## src/rtl/fsm_monitor.sv

```systemverilog
// Observer for the one-hot A..E sequence detector: binary state code, one-hot
// integrity flags, saturating match counter and run-length statistics of z.
module fsm_monitor #(
  parameter int unsigned COUNT_W = 8,
  parameter int unsigned RUN_W   = 4
) (
  input  logic               clk,
  input  logic               reset,
  input  logic               z,
  input  logic               a_state,
  input  logic               b_state,
  input  logic               c_state,
  input  logic               d_state,
  input  logic               e_state,
  input  logic               clear,
  output logic [2:0]         state_code,
  output logic               onehot_err,
  output logic               err_sticky,
  output logic [COUNT_W-1:0] match_count,
  output logic               count_ovf,
  output logic [RUN_W-1:0]   run_len,
  output logic [RUN_W-1:0]   max_run
);

  localparam int unsigned CODE_W = 3;
  localparam logic [COUNT_W-1:0] COUNT_MAX = '1;
  localparam logic [RUN_W-1:0]   RUN_MAX   = '1;
  localparam logic [CODE_W-1:0]  CODE_BAD  = CODE_W'(7);

  logic [4:0]         state_bits;
  logic               rise;

  logic [CODE_W-1:0]  state_code_q,  state_code_d;
  logic               onehot_err_q,  onehot_err_d;
  logic               err_sticky_q,  err_sticky_d;
  logic [COUNT_W-1:0] match_count_q, match_count_d;
  logic               count_ovf_q,   count_ovf_d;
  logic [RUN_W-1:0]   run_len_q,     run_len_d;
  logic [RUN_W-1:0]   max_run_q,     max_run_d;
  logic               z_prev_q,      z_prev_d;

  assign state_bits = {e_state, d_state, c_state, b_state, a_state};
  assign rise       = z & ~z_prev_q;

  // Decode the detector state; anything not exactly one-hot maps to 7.
  always_comb begin
    state_code_d = CODE_BAD;
    onehot_err_d = 1'b0;
    case (state_bits)
      5'b00001: state_code_d = CODE_W'(0);
      5'b00010: state_code_d = CODE_W'(1);
      5'b00100: state_code_d = CODE_W'(2);
      5'b01000: state_code_d = CODE_W'(3);
      5'b10000: state_code_d = CODE_W'(4);
      default:  onehot_err_d = 1'b1;
    endcase
  end

  // Statistics next-state; clear overrides every update in its cycle.
  always_comb begin
    z_prev_d      = z;
    err_sticky_d  = err_sticky_q | onehot_err_d;
    match_count_d = match_count_q;
    count_ovf_d   = count_ovf_q;
    run_len_d     = RUN_W'(0);
    max_run_d     = max_run_q;

    if (rise) begin
      if (match_count_q == COUNT_MAX) count_ovf_d   = 1'b1;
      else                            match_count_d = match_count_q + COUNT_W'(1);
    end

    if (z) begin
      run_len_d = (run_len_q == RUN_MAX) ? RUN_MAX : run_len_q + RUN_W'(1);
    end
    if (run_len_d > max_run_q) max_run_d = run_len_d;

    if (clear) begin
      err_sticky_d  = 1'b0;
      match_count_d = COUNT_W'(0);
      count_ovf_d   = 1'b0;
      run_len_d     = RUN_W'(0);
      max_run_d     = RUN_W'(0);
    end
  end

  always_ff @(posedge clk or posedge reset) begin
    if (reset) begin
      state_code_q  <= CODE_W'(0);
      onehot_err_q  <= 1'b0;
      err_sticky_q  <= 1'b0;
      match_count_q <= COUNT_W'(0);
      count_ovf_q   <= 1'b0;
      run_len_q     <= RUN_W'(0);
      max_run_q     <= RUN_W'(0);
      z_prev_q      <= 1'b0;
    end else begin
      state_code_q  <= state_code_d;
      onehot_err_q  <= onehot_err_d;
      err_sticky_q  <= err_sticky_d;
      match_count_q <= match_count_d;
      count_ovf_q   <= count_ovf_d;
      run_len_q     <= run_len_d;
      max_run_q     <= max_run_d;
      z_prev_q      <= z_prev_d;
    end
  end

  assign state_code  = state_code_q;
  assign onehot_err  = onehot_err_q;
  assign err_sticky  = err_sticky_q;
  assign match_count = match_count_q;
  assign count_ovf   = count_ovf_q;
  assign run_len     = run_len_q;
  assign max_run     = max_run_q;

endmodule

```

## config.mk

```make
export PLATFORM = sky130hd
export DESIGN_NAME = fsm_monitor
export DESIGN_NICKNAME = d
export VERILOG_FILES = /design/src/rtl/fsm_monitor.sv
export SDC_FILE = /design/constraint.sdc
export NUM_CORES = 1
export LEC_CHECK = 0
export CAP_MARGIN = 25
export CORE_ASPECT_RATIO = 0.8
export CORE_UTILIZATION = 24
export CTS_CLUSTER_SIZE = 30
export DETAILED_ROUTE_END_ITERATION = 10
export GPL_TIMING_DRIVEN = 0
export PLACE_DENSITY = 0.5
export SLEW_MARGIN = 15
export SYNTH_ARGS = -nofsm -noshare
export SYNTH_HDL_FRONTEND = slang
export SYNTH_SLANG_ARGS = --single-unit
```

## constraint.sdc

```tcl
create_clock -name clk -period 2 [get_ports clk]
set_input_delay 0.4 -clock clk [delete_from_list [all_inputs] [get_ports clk]]
set_output_delay 0.4 -clock clk [all_outputs]
set_load 0.005 [all_outputs]
```

==> results of run 1 <==
## how the worst min path moves through the flow
stage	start	to
after floorplan	reset	count_ovf$_DFFE_PP0P_
after global placement	count_ovf$_DFFE_PP0P_	count_ovf$_DFFE_PP0P_
after detailed placement	count_ovf$_DFFE_PP0P_	count_ovf$_DFFE_PP0P_
after CTS	count_ovf$_DFFE_PP0P_	count_ovf$_DFFE_PP0P_
after global routing	z	z_prev_q$_DFF_PP0_
final	z	z_prev_q$_DFF_PP0_
## sequential cells by signal, summed over array words and instances, names as in the netlist
signal / flops
match_count: 8
max_run: 4
run_len: 4
state_code: 3
count_ovf: 1
err_sticky: 1
onehot_err: 1
z_prev_q: 1
## power by group through the flow
| stage | Clock [µW] | Combinational, µW | Sequential, µW |
|---|---|---|---|
| 3_3_place_gp | 0 | 142 | 500 |
| 3_5_place_dp | 0 | 144 | 500 |
| 6_report | 292 | 160 | 491 |
| 4_1_cts | 302 | 155 | 491 |
| 5_1_grt | 320 | 178 | 494 |
| 2_1_floorplan | 0 | 72.8 | 499 |
## synth_stat cells, types with 2 or more instances
library cell  number  area [µm²]
clkbuf_1           2        7.51
xnor2_1            2        17.5
dfrtp_1           23         576
o211ai_1           8        60.1
xor2_1             5        43.8
o21ai_0            7        35.0
nand3_1            2        10.0
nand3b_1           3        22.5
a21oi_1            4        20.0
nand2b_1           5        31.3
and3_1             4        25.0
ha_1               6        75.1
inv_1             10        37.5
o22ai_1            4        25.0
nor2_1            18        67.6
nor2b_1            2        12.5
nand2_1            2        7.51
## routing by layer
metal  up-vias  share of wire  global-route usage
li1        521              -                   -
met1       506           0.49               0.152
met2        20           0.46               0.169
met3         4          0.031              0.0221
met4         0          0.018              0.0548
met5         -              0                   0
## cell type report
type,instances,area (µm²),area share
Clock buffer,4,45.0,0.0255
Tap cell,60,75.1,0.0426
Timing Repair Buffer,38,363,0.206
Inverter,10,37.5,0.0213
Buffer,2,7.51,0.00426
Multi-Input combinational cell,88,661,0.374
Sequential cell,23,576,0.326
## cell usage in the layout (no fill, tap or decap), drive strengths merged, types with 2 or more instances in the layout
master / count
nand2b: 5
xor2: 5
clkbuf: 6
a21oi: 4
o211ai: 8
nand3b: 3
nor2b: 2
xnor2: 2
clkdlybuf4s50: 29
dfrtp: 23
ha: 6
nand2: 2
o21ai: 8
nor2: 18
buf: 8
nand3: 3
inv: 10
and3: 4
o22ai: 4
## worst reg2reg max path, stage by stage, from the launching register on
cell and delay (ns):
dfrtp_1 0.42, ha_2 0.22, and3_4 0.20, o21ai_4 0.14, inv_2 0.06, ha_4 0.26, nor2b_1 0.11, o211ai_1 0.11
a211o_1 0.34, o22ai_1 0.21
## logic make-up after synthesis
kind of cell / after synthesis
simple gates: 45
compound gates: 28
flops: 23
buf+inv: 12
xor+xnor: 7
fa+ha+maj: 6
mux: 2
## through the flow
stage          setup TNS, ns   util  total power (µW)  cell area (µm²)
2_1_floorplan              0      -               572             1240
3_3_place_gp           -1.42  0.341               642             1610
3_5_place_dp           -1.47  0.341               645             1610
4_1_cts               -0.391  0.362               948             1710
5_1_grt               -0.849  0.373               991             1760
6_report              -0.417  0.373               943             1760
## repair_timing
| action | CTS | global route |
|---|---|---|
| buffers inserted | 6 | 2 |
| setup endpoints to repair | 4 | 4 |
| resized for setup | 1 | 6 |
| cloned | 0 | 0 |
| pin swaps | 6 | 0 |
==> summary.md, run 1 <==
| Metric | Value |
|---|---|
| Worst-Skew Late Latency | 0.26 ns |
| Syn Nets | 138 |
| Worst hold slack | about 0.43 ns |
| Final min period | 2.14 ns |
| Leakage power | 0.000729 µW |
| Adder-cell share of the synthesized area | 0.0612 |
| R2R Path Start | run_len[0]$_DFF_PP0_ |
| Yosys warnings | 0 |
| Outcome | finished, violations left |
| Port bufs | 30 |
| R2R setup slack | -0.14 ns |
| Clock power share | 0.310 |
| Cells on worst reg2reg path | 9 |
| Chip height | approximately 66 µm |
| Power Density | 535 nW/µm² |
| Tightest Pin Transition | 0.883 ns |
| Detailed Route WL | 2760 µm |
| Peak VDD IR | 0.272 mV |
| Worst Path Buf+Inv | 1 |
| Largest net degree at the start of global routing | 24 |
| Logic pwr share | 0.169 |
| Post-DR wirelength/cell | 12.3 µm |
| Hold WC Path Type | in2reg |
| Synth Area in Simple Gates | 0.213 |
| Most used flip-flop cell after synthesis | dfrtp_1 |
| WHS Path Cells | 1 |
| FF+latch count, synth | 23 |
| Peak Freq | ~470 MHz |
| Startpoint Class | flop |
| Vias post-DR | 1051 |
| Final worst-path cycle share | 1.07 |
| Synthesized area | 1230 µm² |
| Crit path arrival time | 2.32 ns |
| Num rows | 22 |
| Sequential power share | 0.521 |
| I/O Pins | 31 |
| Final Max Slew Viols | 0 |
| Die span in x | slightly above 80 µm |
| Nets | 181 |
| CTS buffer count | 3 |
| Worst Setup Path Type | reg2reg |
| Vias in the first global route | about 1000 |
| Clk buf depth | 2 |
| ANT cells | 0 |
| CTS Sinks | 23 |
| GR Util All Layers | 0.112 |
| Final routed DRC violation total | 0 |
| GRT Residual Overflow | 0 |
| Largest stage delay, worst path | 0.42 ns |
| Mux cell area share after synthesis | 0.0173 |
| XOR/XNOR Fraction of Synth Area | 0.0499 |
| Final Hold Vio Count | 0 |
| Compound-Gate Fraction of Synth Area | 0.153 |
| Global-route wire length before repair | 4570 µm |
| P_int | 704 µW |
| CP required | 2.18 ns |
| 1st-iter DRT viols | 53 |
| CP Cell Sequence | ha_2, and3_4, o21ai_4, inv_2, ha_4, nor2b_1, o211ai_1, a211o_1, o22ai_1 |
| Part of the Yosys area used for sequential elements | 0.469 |
| Core box area | 4730 µm² |
| Total of max-cap violations | 0 |
| Die ar. | 5410 µm² |
| Drt via density | 4.67 |
| Max H-tree Level | 1 |
| Post-synth ARST share | 1.00 |
| Post-CTS Hold Buffers | 0 |
| CP startpoint | run_len[0]$_DFF_PP0_ |
| DR pass1 iterations | 4 |
| Dpl hpwl | 2050 µm |
| Final setup violation count | 4 |
| Largest family of logic cells by synthesized area | simple AND/OR/NAND/NOR gates |
| RD Place Congestion | between 0.7 and 0.8 |
| Initial Utilization | 0.259 |
| Setup WS post-layout | -0.141 ns |
| Largest fanout on the critical path | 4 |
| RSZ-0062 raised after global routing | true |
| Sw power | 239 µW |
| Crit. End Element | flop |
| Layout cells sized above 1 | 0.145 |
| Detail Route Antenna Nets | 0 |
| R2R Path End | max_run[3]$_DFFE_PP0P_ |
| Placed Cells | 213 |
| Syn Inst Count | 123 |
| Post-synth EDFFs | 0 |
| Antenna violations before repair | 0 |
| Fillers | 498 |
| CP endpoint | max_run[3]$_DFFE_PP0P_ |
| Worst slack at placement | -0.333 ns |
| Top Family by Delay on Critical Path | compound AO/OA/AOI/OAI gates |
| Critical path's slowest cell | dfrtp_1 |
| CTS clk-pin slew, worst paths | around 0.08 ns |
| Violated checks | setup timing |
| Rel. slew slack | 0.410 |
| Distinct cells, synth | 33 |
| Clk_skew | 0.00141 ns |
| WP depth | 9 |
| TritonCTS clock tree | done |
| Syn avg cell area | 9.98 µm² |
| Post-route insts no fill | between 200 and 250 |
| Net Sw Frac | 0.253 |
| Clock root cell | clkbuf_8 |
| Area Growth Syn to Fin | 43.7% |
Note: power is estimated with default switching activity, not from simulation.
==> run 2: changes to the inputs <==
ABC_AREA = 1   (was not set)
CELL_PAD_IN_SITES_DETAIL_PLACEMENT = 1   (was not set)
CELL_PAD_IN_SITES_GLOBAL_PLACEMENT = 1   (was not set)
PLACE_DENSITY = 0.62   (was 0.5)
==> summary.md, run 2 <==
| Metric | Value |
|---|---|
| Die span in x | 84.1 µm |
| Dpl hpwl | roughly 2400 µm |
| Num rows | 23 |
| Startpoint Class | flop |
| Total Power | 1030 µW |
| Final min period | 1.88 ns |
| Compound-Gate Fraction of Synth Area | 0.0918 |
| Area Growth Syn to Fin | 40.1% |
| Final Hold Vio Count | 0 |
| TritonCTS clock tree | done |
| Worst Setup Path Type | reg2reg |
| Global route hottest layer | met2 |
| Largest family of logic cells by synthesized area | simple AND/OR/NAND/NOR gates |
| Outcome | finished, violations left |
| Final setup violation count | 0 |
| Peak VDD IR | between 0.2 and 0.25 mV |
| R2R setup slack | 0.12 ns |
| Mux cell area share after synthesis | 0 |
| Largest register FFs | 8 |
| Post-CTS Hold Buffers | 0 |
| Final worst-path cycle share | 0.939 |
| Global-route wire length before repair | 5350 µm |
| Tightest Pin Transition | 0.432 ns |
| I/O Pins | 31 |
| Vias post-DR | 1133 |
| Initial Utilization | 0.254 |
| Worst hold slack | 0.384 ns |
| Placed Instance Area | between 1500 and 2000 µm² |
| Die ar. | about 5700 µm² |
| Max H-tree Level | 1 |
| Antenna violations before repair | 0 |
| CTS Sinks | 23 |
| Syn Nets | 177 |
| CTS buffer count | 3 |
| Cells on worst reg2reg path | 16 |
| Violated checks | DRC |
| Post-synth ARST share | 1.00 |
| RD Place Congestion | 0.729 |
| Adder-cell share of the synthesized area | 0.0580 |
| Layout cells sized above 1 | 0.177 |
| Most common cell in the netlist | nand2_1 |
| Critical hold path startpoint | z |
| Hold WC Path Type | in2reg |
| Worst slack at placement | -0.309 ns |
| R2R Path End | max_run[2]$_DFFE_PP0P_ |
| RSZ-0062 raised after global routing | true |
| R2R Path Start | run_len[1]$_DFF_PP0_ |
| Distinct cells, synth | 25 |
| Chip height | 67.7 µm |
| Post-DR wirelength/cell | 11.8 µm |
| Met2 Usage GRT | 0.193 |
| Vias in the first global route | 1150 |
| Rel. slew slack | 0.712 |
| Final routed DRC violation total | 6 |
| Most used flip-flop cell after synthesis | dfrtp_1 |
| Final Max Slew Viols | 0 |
| Post-synth EDFFs | 0 |
| List of most frequent post-synthesis cells | nand2_1 (49), inv_1 (24), dfrtp_1 (23) |
| XOR/XNOR Fraction of Synth Area | 0 |
| Detail Route Antenna Nets | 0 |
| GR Util met1 | 0.162 |
| Leakage power | between 0.0008 and 0.0009 µW |
| Post-synth top area share | 0.444 |
| Nets | approximately 220 |
| Commonest non-fill, non-tap cell in the layout | nand2_1 |
| FF+latch count, synth | 23 |
| CP endpoint | max_run[2]$_DFFE_PP0P_ |
| 1st-iter DRT viols | 56 |
| Final Instance Area | 1810 µm² |
| Met3 Use GR | 0.0306 |
| Port bufs | 30 |
| Yosys warnings | 0 |
| Core box area | 5090 µm² |
| Largest net degree at the start of global routing | 24 |
| DR pass1 iterations | 6 |
| Peak Freq | around 530 MHz |
| Total of max-cap violations | 0 |
| CP startpoint | run_len[1]$_DFF_PP0_ |
| Crit. End Element | flop |
| Worst-Skew Late Latency | 0.27 ns |
| Yosys top cell by area | dfrtp_1 |
| Clk buf depth | 2 |
| Setup WS post-layout | 0.122 ns |
| Largest cells by area after synthesis | dfrtp_1 (44%), nand2_1 (14%), inv_1 (7.0%) |
| Synthesized area | roughly 1300 µm² |
| Crit path arrival time | 2.09 ns |
| GR Util All Layers | 0.120 |
| Largest fanout on the critical path | 5 |
| ANT cells | 0 |
| Commonest non-fill, non-tap cells in the layout | nand2_1 (42), clkdlybuf4s50_1 (29), inv_1 (23), dfrtp_1 (23), nor2_1 (10) |
| Drt via density | 4.28 |
| Clock root cell | clkbuf_8 |
| Detailed Route WL | 3130 µm |
| GRT Residual Overflow | 0 |
| Part of the Yosys area used for sequential elements | 0.444 |
| Post-route insts no fill | 265 |
| Syn Inst Count | 162 |
| Power Density | ~570 nW/µm² |
| Synth Area in Simple Gates | 0.324 |
| Syn avg cell area | 7.99 µm² |
| CTS clk-pin slew, worst paths | 0.08 ns |
| Placed Cells | 254 |
| CP required | ~2.2 ns |
| Clk_skew | 0.00178 ns |
## run 2: worst min path at each step
stage,to,slack (ns),depth (start not counted)
after floorplan,count_ovf$_DFFE_PP0P_,0.40,1
after global placement,count_ovf$_DFFE_PP0P_,0.48,1
after detailed placement,count_ovf$_DFFE_PP0P_,0.48,1
after CTS,count_ovf$_DFFE_PP0P_,0.50,1
after global routing,z_prev_q$_DFF_PP0_,0.38,1
final,z_prev_q$_DFF_PP0_,0.38,1
## run 2: what timing repair did
item,CTS,global route
endpoints found under the hold margin,0,0
setup endpoints to repair,4,4
gates cloned,0,0
gates resized for setup,2,11
buffers inserted,2,4
pin swaps,1,7
## run 2: worst max-delay path: stages (launching register included)
cell	delay, ns
dfrtp_1	0.40
ha_2	0.19
nand2_2	0.07
inv_2	0.05
nand2_2	0.06
nand2_2	0.05
inv_2	0.05
nor2_2	0.03
ha_1	0.29
inv_1	0.04
o21bai_1	0.14
nand2_1	0.08
nand2_2	0.08
nand2_4	0.08
nand2_4	0.08
nand2_2	0.05
nand2_1	0.07
## run 2: stage by stage
step	utilization	setup TNS (ns)
global route	0.356	-0.147
global placement	0.328	-1.21
CTS	0.341	0
detailed placement	0.328	-1.22
floorplan	-	0
finish	0.356	0
## run 2: power by group
part	switching (µW)	internal, µW	total, µW
logic	105	112	216
clock network	155	139	295
registers	28.2	490	519
## run 2: cell families after synthesis
family	after synthesis
buffers and inverters	28
AND/OR/NAND/NOR	87
AO/OA/AOI/OAI	18
adder cells (fa/ha/maj)	6
flip-flops	23
## run 2: metal layers
metal	vias to the layer above	part of all wire
met5	-	0
met4	0	0.0061
met3	4	0.033
met2	17	0.44
met1	518	0.52
li1	594	-
## run 2: final cells by class
| cell class | count | area (µm²) |
|---|---|---|
| plain buffers | 1 | 5.00 |
| clock buffers | 3 | 41.3 |
| clock inverters | 1 | 5.00 |
| fillers | 620 | 3280 |
| inverters | 27 | 101 |
| multi-input cells | 111 | 646 |
| flip-flops and latches | 23 | 576 |
| well taps | 62 | 77.6 |
| repair buffers | 37 | 363 |
